## config.mk

```make
export PLATFORM = sky130hd
export DESIGN_NAME = fetch_stage
export DESIGN_NICKNAME = d
export VERILOG_FILES = /design/src/rtl/fetch_stage_pkg.sv /design/src/rtl/fetch_skid.sv /design/src/rtl/fetch_stage.sv
export SDC_FILE = /design/constraint.sdc
export NUM_CORES = 1
export LEC_CHECK = 0
export BUFFER_PORTS_ARGS = -buffer_cell sky130_fd_sc_hd__clkbuf_2
export CORE_MARGIN = 2
export CORE_UTILIZATION = 47
export DETAILED_ROUTE_END_ITERATION = 6
export GPL_ROUTABILITY_DRIVEN = 1
export HOLD_SLACK_MARGIN = 0.03
export PLACE_DENSITY = 0.76
export SETUP_SLACK_MARGIN = 0.5
export SLEW_MARGIN = 10
export SYNTH_ARGS = -nofsm -noshare
export SYNTH_HDL_FRONTEND = slang
export SYNTH_SLANG_ARGS = --single-unit
```

## constraint.sdc

```tcl
create_clock -name clk -period 1.6 [get_ports clk]
set_clock_uncertainty 0.05 [all_clocks]
set_input_delay 0.16 -clock clk [delete_from_list [all_inputs] [get_ports clk]]
set_output_delay 0.16 -clock clk [all_outputs]
set_load 0.01 [all_outputs]
```

## src/rtl/fetch_stage_pkg.sv

```systemverilog
// rtl/fetch_stage_pkg.sv - shared widths, bubble encoding and instruction field helpers for the fetch stage
package fetch_stage_pkg;

  localparam int ISIZE = 16;
  localparam int RSIZE = 4;
  localparam int ASIZE = 16;

  localparam logic [ISIZE-1:0] NOP      = 16'h4000;
  localparam logic [ASIZE-1:0] RESET_PC = 16'h0000;
  localparam logic [3:0]       OP_SHIFT = NOP[ISIZE-1:ISIZE-4];

  typedef struct packed {
    logic [3:0]       opcode;
    logic [RSIZE-1:0] rd;
    logic [RSIZE-1:0] rs;
    logic [RSIZE-1:0] rt;
  } instr_t;

  // Cond shares the upper three bits of the Rd field
  function automatic logic [2:0] instr_cond(input logic [ISIZE-1:0] instr);
    return instr[11:9];
  endfunction

endpackage

```

## src/rtl/fetch_skid.sv

```systemverilog
// rtl/fetch_skid.sv - one-entry holding register for the word returned by imem while the stage is stalled
module fetch_skid
  import fetch_stage_pkg::*;
(
  input  logic             clk,
  input  logic             rst_n,
  input  logic             capture,
  input  logic             flush,
  input  logic [ISIZE-1:0] in_data,
  input  logic [ASIZE-1:0] in_pc,
  output logic             out_valid,
  output logic [ISIZE-1:0] out_data,
  output logic [ASIZE-1:0] out_pc
);

  logic             valid_q, valid_d;
  logic [ISIZE-1:0] data_q, data_d;
  logic [ASIZE-1:0] pc_q, pc_d;

  always_comb begin
    valid_d = valid_q;
    data_d  = data_q;
    pc_d    = pc_q;
    if (flush) begin
      valid_d = 1'b0;
    end else if (capture) begin
      valid_d = 1'b1;
      data_d  = in_data;
      pc_d    = in_pc;
    end
  end

  always_ff @(posedge clk) begin
    if (!rst_n) begin
      valid_q <= 1'b0;
      data_q  <= NOP;
      pc_q    <= '0;
    end else begin
      valid_q <= valid_d;
      data_q  <= data_d;
      pc_q    <= pc_d;
    end
  end

  assign out_valid = valid_q;
  assign out_data  = data_q;
  assign out_pc    = pc_q;

endmodule

```

## src/rtl/fetch_stage.sv

```systemverilog
// rtl/fetch_stage.sv - PC, synchronous imem fetch, IF/ID register with skid, redirect squash and history
module fetch_stage
  import fetch_stage_pkg::*;
(
  input  logic             clk,
  input  logic             rst_n,
  input  logic             stall,
  input  logic             redirect,
  input  logic [ASIZE-1:0] redirect_pc,
  output logic [ASIZE-1:0] imem_addr,
  input  logic [ISIZE-1:0] imem_rdata,
  output logic [ISIZE-1:0] Instr,
  output logic             InstrValid,
  output logic [ASIZE-1:0] PcId,
  output logic [ASIZE-1:0] PcIdPlus1,
  output logic [3:0]       OpCode,
  output logic [2:0]       Cond,
  output logic [RSIZE-1:0] AddrRd,
  output logic [RSIZE-1:0] AddrRs,
  output logic [RSIZE-1:0] AddrRt,
  output logic [ISIZE-1:0] LastInstr,
  output logic [ISIZE-1:0] Last2Instr
);

  logic [ASIZE-1:0] pc_f_q, pc_f_d;
  logic [ASIZE-1:0] pc_r_q, pc_r_d;
  logic             rvalid_q, rvalid_d;
  logic [ISIZE-1:0] id_q, id_d;
  logic [ASIZE-1:0] id_pc_q, id_pc_d;
  logic             id_v_q, id_v_d;
  logic [ISIZE-1:0] last1_q, last1_d;
  logic [ISIZE-1:0] last2_q, last2_d;

  logic             skid_v;
  logic [ISIZE-1:0] skid_data;
  logic [ASIZE-1:0] skid_pc;
  logic             skid_capture, skid_flush;
  logic             src_v;
  logic [ISIZE-1:0] src_data;
  logic [ASIZE-1:0] src_pc;
  instr_t           id_fields;

  // Only the first in-flight word of a stall is kept; re-reads of the held PC are dropped
  assign skid_capture = stall && !redirect && !skid_v && rvalid_q;
  assign skid_flush   = redirect || !stall;

  fetch_skid u_skid (
    .clk       (clk),
    .rst_n     (rst_n),
    .capture   (skid_capture),
    .flush     (skid_flush),
    .in_data   (imem_rdata),
    .in_pc     (pc_r_q),
    .out_valid (skid_v),
    .out_data  (skid_data),
    .out_pc    (skid_pc)
  );

  assign src_v    = skid_v || rvalid_q;
  assign src_data = skid_v ? skid_data : imem_rdata;
  assign src_pc   = skid_v ? skid_pc : pc_r_q;

  always_comb begin
    pc_f_d   = pc_f_q;
    pc_r_d   = pc_r_q;
    rvalid_d = rvalid_q;
    id_d     = id_q;
    id_pc_d  = id_pc_q;
    id_v_d   = id_v_q;
    last1_d  = last1_q;
    last2_d  = last2_q;
    if (redirect) begin
      pc_f_d   = redirect_pc;
      rvalid_d = 1'b0;
      id_d     = NOP;
      id_v_d   = 1'b0;
      last2_d  = last1_q;
      last1_d  = id_q;
    end else if (stall) begin
      rvalid_d = 1'b0;
    end else begin
      id_d     = src_v ? src_data : NOP;
      id_v_d   = src_v;
      id_pc_d  = src_pc;
      last2_d  = last1_q;
      last1_d  = id_q;
      pc_f_d   = pc_f_q + 1'b1;
      pc_r_d   = pc_f_q;
      rvalid_d = 1'b1;
    end
  end

  always_ff @(posedge clk) begin
    if (!rst_n) begin
      pc_f_q   <= RESET_PC;
      pc_r_q   <= RESET_PC;
      rvalid_q <= 1'b0;
      id_q     <= NOP;
      id_pc_q  <= '0;
      id_v_q   <= 1'b0;
      last1_q  <= NOP;
      last2_q  <= NOP;
    end else begin
      pc_f_q   <= pc_f_d;
      pc_r_q   <= pc_r_d;
      rvalid_q <= rvalid_d;
      id_q     <= id_d;
      id_pc_q  <= id_pc_d;
      id_v_q   <= id_v_d;
      last1_q  <= last1_d;
      last2_q  <= last2_d;
    end
  end

  assign id_fields  = id_q;
  assign imem_addr  = pc_f_q;
  assign Instr      = id_q;
  assign InstrValid = id_v_q;
  assign PcId       = id_pc_q;
  assign PcIdPlus1  = id_pc_q + 1'b1;
  assign OpCode     = id_fields.opcode;
  assign Cond       = instr_cond(id_q);
  assign AddrRd     = id_fields.rd;
  assign AddrRs     = id_fields.rs;
  assign AddrRt     = id_fields.rt;
  assign LastInstr  = last1_q;
  assign Last2Instr = last2_q;

endmodule

```

======== Word level (Yosys, flattened, before mapping) ========
Cells that the tools add are included.
cells by class
  add/subtract/negate cells ............... 2
  eq/ne operators ......................... 1
  mux-type cells .......................... 10
  bitwise operators ....................... 4
  reductions and logical operators ........ 12
operator list
  operator                                                number
  two-way mux 16 bit                                      9
  adder 16 x 1 -> 16 bit (second input constant)          2
  NOT 1 bit                                               4
  AND reduction 2 bit                                     2
  OR reduction 2 bit                                      2
  logical AND 1 bit                                       3
  logical NOT 1 bit                                       3
  logical OR 1 bit                                        2
  inequality test 2 x 1 -> 1 bit (second input constant)  1
  two-way mux 1 bit                                       1
storage, ports and cells
  register bits ........................... 131
  word-level logic and storage cells ...... 40

======== Logic depth before layout (Yosys ltp) ========
  depth after elaboration ................. 5
  mapped depth ............................ 7
  gate-level depth less buffers ........... 5

======== Cells and area by module ========
From an unflattened synthesis, not the netlist that was laid out.
unflattened totals
  cell total of the unflattened synthesis .. 702
  area total of the unflattened synthesis .. 6,005.8 um2
by module, submodules not included
  module       times used  cells each  area each (um2)
  fetch_stage  1           559         4,652.0
  fetch_skid   1           143         1,353.8

======== Worst setup path after synthesis ========
No wires, ideal clock.
  path type ............................... register to register
  start ................................... register pc_f_q[2] (netlist: imem_addr[2])
  end ..................................... register pc_f_q[15] (netlist: imem_addr[15])
  setup time .............................. 0.074 ns
  arrival ................................. 1.713 ns
  required time ........................... 1.476 ns
  setup slack ............................. -0.237 ns
  stages on the path, launching flop included .. 6
  period minus slack after synthesis ...... 1.837 ns
  cells stage by stage .................... dfxtp_1 -> clkbuf_2 -> nand4_4 -> or3_4 -> or4_1 -> a31oi_1
on the way
  word-level cells in the longest chain between the ends .. 3
RTL lines
  what                    line                source
  from (decl)             fetch_stage.sv:25   logic [ASIZE-1:0] pc_f_q, pc_f_d;
  from (signal assigned)  fetch_stage.sv:104  pc_f_q <= pc_f_d;
  adder 16 x 1 -> 16 bit  fetch_stage.sv:87   pc_f_d = pc_f_q + 1'b1;
  two-way mux 16 bit      fetch_stage.sv:79   end else if (stall) begin
  two-way mux 16 bit      fetch_stage.sv:72   if (redirect) begin
No other way between the ends. The select of a mux whose other input is x is not followed.
A chain may end at the register's enable or synchronous reset.

======== Worst setup path after layout ========
  start ................................... register id_pc_q[5] (netlist: PcId[5])
  end ..................................... output port PcIdPlus1[9]
on the way
  word-level cells in the longest chain between the ends .. 1
RTL lines
  what                    line                source
  from (decl)             fetch_stage.sv:29   logic [ASIZE-1:0] id_pc_q, id_pc_d;
  from (signal assigned)  fetch_stage.sv:108  id_pc_q <= id_pc_d;
  adder 16 x 1 -> 16 bit  fetch_stage.sv:120  assign PcIdPlus1 = id_pc_q + 1'b1;
  to (decl)               fetch_stage.sv:15   output logic [ASIZE-1:0] PcIdPlus1,
No other way between the ends.

==> results.md <==
- Compound-Gate Fraction of Synth Area: 0.149
- Synth warn: 0
- Antenna diode count: 0
- I/O pins: about 150
- Simple-gate share of the synthesized area: 0.230
- Final setup margin: -286 ps
- Die Wd: about 110 um
- Most frequent cell after synthesis: nand2_1
- Failing checks: setup timing
- Die height: 113 um
- Final min period: around 1900 ps
- Clk buf depth: 2
- Global-route congestion overflow total: 0
- Via count: around 7,100
- Reg clk slew, reported paths: about 70 ps
- Worst-Margin Slew: between 500 and 600 ps
- Max cap viols: 0
- Power per cell area: approximately 840 mW/mm^2
- RSZ-0062 raised after global routing: yes
- Post-route ant nets: 0
- Core ar.: between 0.01 and 0.015 mm^2
- Synth Cell Area: ~0.0055 mm^2
- Initial antenna violation count: 0
- Rows: 39
- Setup Slack @ Placement: approximately 80 ps
- TNS Setup: -2570 ps
- Layout cells sized above 1: 0.595
- Top_reg_cell synth: dfxtp_1
- Commonest cells post-synth: nand2_1, dfxtp_1, a21oi_1
- Met3 Routed Length: roughly 2600 um
- M1 WL: 9960 um
- Post-Layout Cell Count: approximately 1,100
- Hold wc startpoint: redirect_pc[15]
- Setup crit end kind: primary output
- Seq/Total Area, Yosys: 0.473
- HPWL Detailed: between 10,000 and 15,000 um
- F_max: ~530 MHz
- Req. time, crit path: ~1400 ps
- First-pass DRT Iterations: 6
- Nets@finish: 1,011
- Async S/R FF share, synth: 0
- Area growth, synth to finish: 91.4%
- Final hold vios: 0
- Clk root buf: clkbuf_16
- VDD IR-drop max: ~800 uV
- Vias in the first global route: between 5,000 and 6,000
- Synth unique cells: 44
- CTS buffer count: 17
- Status: finished, violations left
- RD Place Congestion: just under 0.9
- Ranking of synthesized cells by area: dfxtp_1, nand2_1, a21oi_1
- Crit Path Max Fanout: 5
- Min-Delay Path Class: input port to flop
- Yosys top cell area share: 0.473
- Post-synthesis mux area share: 0.0418
- Die area: roughly 0.013 mm^2
- Buffers on Ports: 151
- Post-route clock period utilization: 1.18
- Syn_area_per_cell: around 8.0 um^2
- Main combinational cell family by area after synthesis: simple AND/OR/NAND/NOR gates
- Cells after DPL: about 950
- WHS: between 150 and 200 ps
- Worst Path Arrival: 1680 ps
- Initial Utilization: 0.483
- Routed vias/inst: about 6.2
- Startpoint types: flop
- R2R Path Start: imem_addr[7]
- Post-Synth XOR/XNOR Area: 0.0379
- Top routing layer used: met4
- TritonCTS clock tree: done
- Post-synthesis adder-cell area fraction: 0.00452
- Synth Net Count: 731
- CTS HTree Levels: 4
- Final setup vio count: 16
- Leak pwr: 0.00463 uW
- DR WL met2: between 10,000 and 15,000 um
- First-pass GRT wire length: 30,300 um
- Post-synthesis cell count: ~690
- Avg WL per Cell: about 25 um
- Register bit total from synthesis: 131
- WS Path Type: flop to primary output
- Most area-hungry cell type in the Yosys netlist: dfxtp_1
- Slew margin rel.: 0.647
- Initial DRC count: ~1,100
- Post-synth EDFFs: 0
- Slew Limit Fails: 0
- GRT Total Usage: 0.298
- DRC: 0
- Total Routed Length: 28,700 um
- Clk sinks: between 100 and 150
- Largest net degree at the start of global routing: 42
- Clk_lat worst skew: around 430 ps
- Crit. Startpoint: PcId[5]
layout by cell type, fill, tap and decap left out, types with 6 or more instances in the layout:
cell type / count
nand2_4: 38
dfxtp_2: 45
buf_6: 131
dfxtp_1: 48
buf_4: 75
buf_8: 16
xnor2_2: 13
nand2_2: 10
mux2i_1: 12
a211oi_2: 10
xnor2_1: 8
clkbuf_2: 37
mux2i_4: 10
dlygate4sd3_1: 31
buf_12: 9
clkbuf_16: 20
a21oi_1: 64
buf_16: 6
nand2_1: 137
buf_2: 20
dfxtp_4: 38
nor2_1: 36
nand3b_1: 12
o21ai_0: 11
a211oi_1: 6
clkbuf_8: 7
a21oi_2: 45
layout make-up:
cell class | count | area [um^2]
clock inverter | 8 | 118
inverter | 7 | 28.8
timing repair buffer | 328 | 3280
sequential | 131 | 2820
fill | 342 | 863
clock buffer | 24 | 533
tap | 143 | 179
multi-input combinational | 488 | 3640
per-layer routing:
layer,vias to the layer above,track usage
met5,-,0
met2,648,0.516
li1,2877,-
met4,0,0.111
met1,3323,0.364
met3,207,0.0670
stage by stage:
step | util | cell area [um^2] | power, uW
after floorplan | - | 5880 | 3880
after global placement | 0.579 | 6640 | 4100
after detailed placement | 0.579 | 6640 | 4120
after CTS | 0.784 | 8990 | 8440
after global routing | 0.925 | 10600 | 9130
final | 0.925 | 10600 | 8960
flip-flops by register name (all words and copies together) (netlist names), 16 cells and up:
register and cells:
imem_addr 16, LastInstr 16, u_skid.out_data 16, pc_r_q 16
Instr 16, u_skid.out_pc 16, PcId 16, Last2Instr 16
critical path, cell delays in order (launching register included):
cell and delay, ps:
dfxtp_4 350, and4_4 230, and3_4 220, nand4_1 140, xnor2_2 160, buf_2 150
report_power, final:
| part | internal [uW] | total [uW] | switching, uW | leakage, uW |
|---|---|---|---|---|
| clock | 2790 | 4320 | 1530 | 0.000323 |
| combinational | 579 | 1200 | 622 | 0.00320 |
| sequential | 3310 | 3440 | 125 | 0.00111 |
cell families after synthesis:
family / Yosys count
AO/OA/AOI/OAI: 152
XOR/XNOR: 24
adder cells (fa/ha/maj): 2
buffers and inverters: 74
flip-flops: 131
multiplexers: 23
AND/OR/NAND/NOR: 287
path summary, 6_finish.rpt:
check | to | slack, ps | cells past startpoint
max reg2reg | imem_addr[15] | -170 | 4
min | imem_addr[15] | 180 | 3
min reg2reg | Last2Instr[5] | 410 | 2
max | PcIdPlus1[9] | -290 | 5
what timing repair did:
action / in CTS / in global routing
cloned: 7 / 2
endpoints found under the setup margin: 187 / 197
gates resized for setup: 239 / 367
endpoints found under the hold margin: 34 / 0
hold buffers: 31 / 0
pin swaps: 97 / 54
setup buffers: 59 / 44
Power figures use the tool's default switching activity.
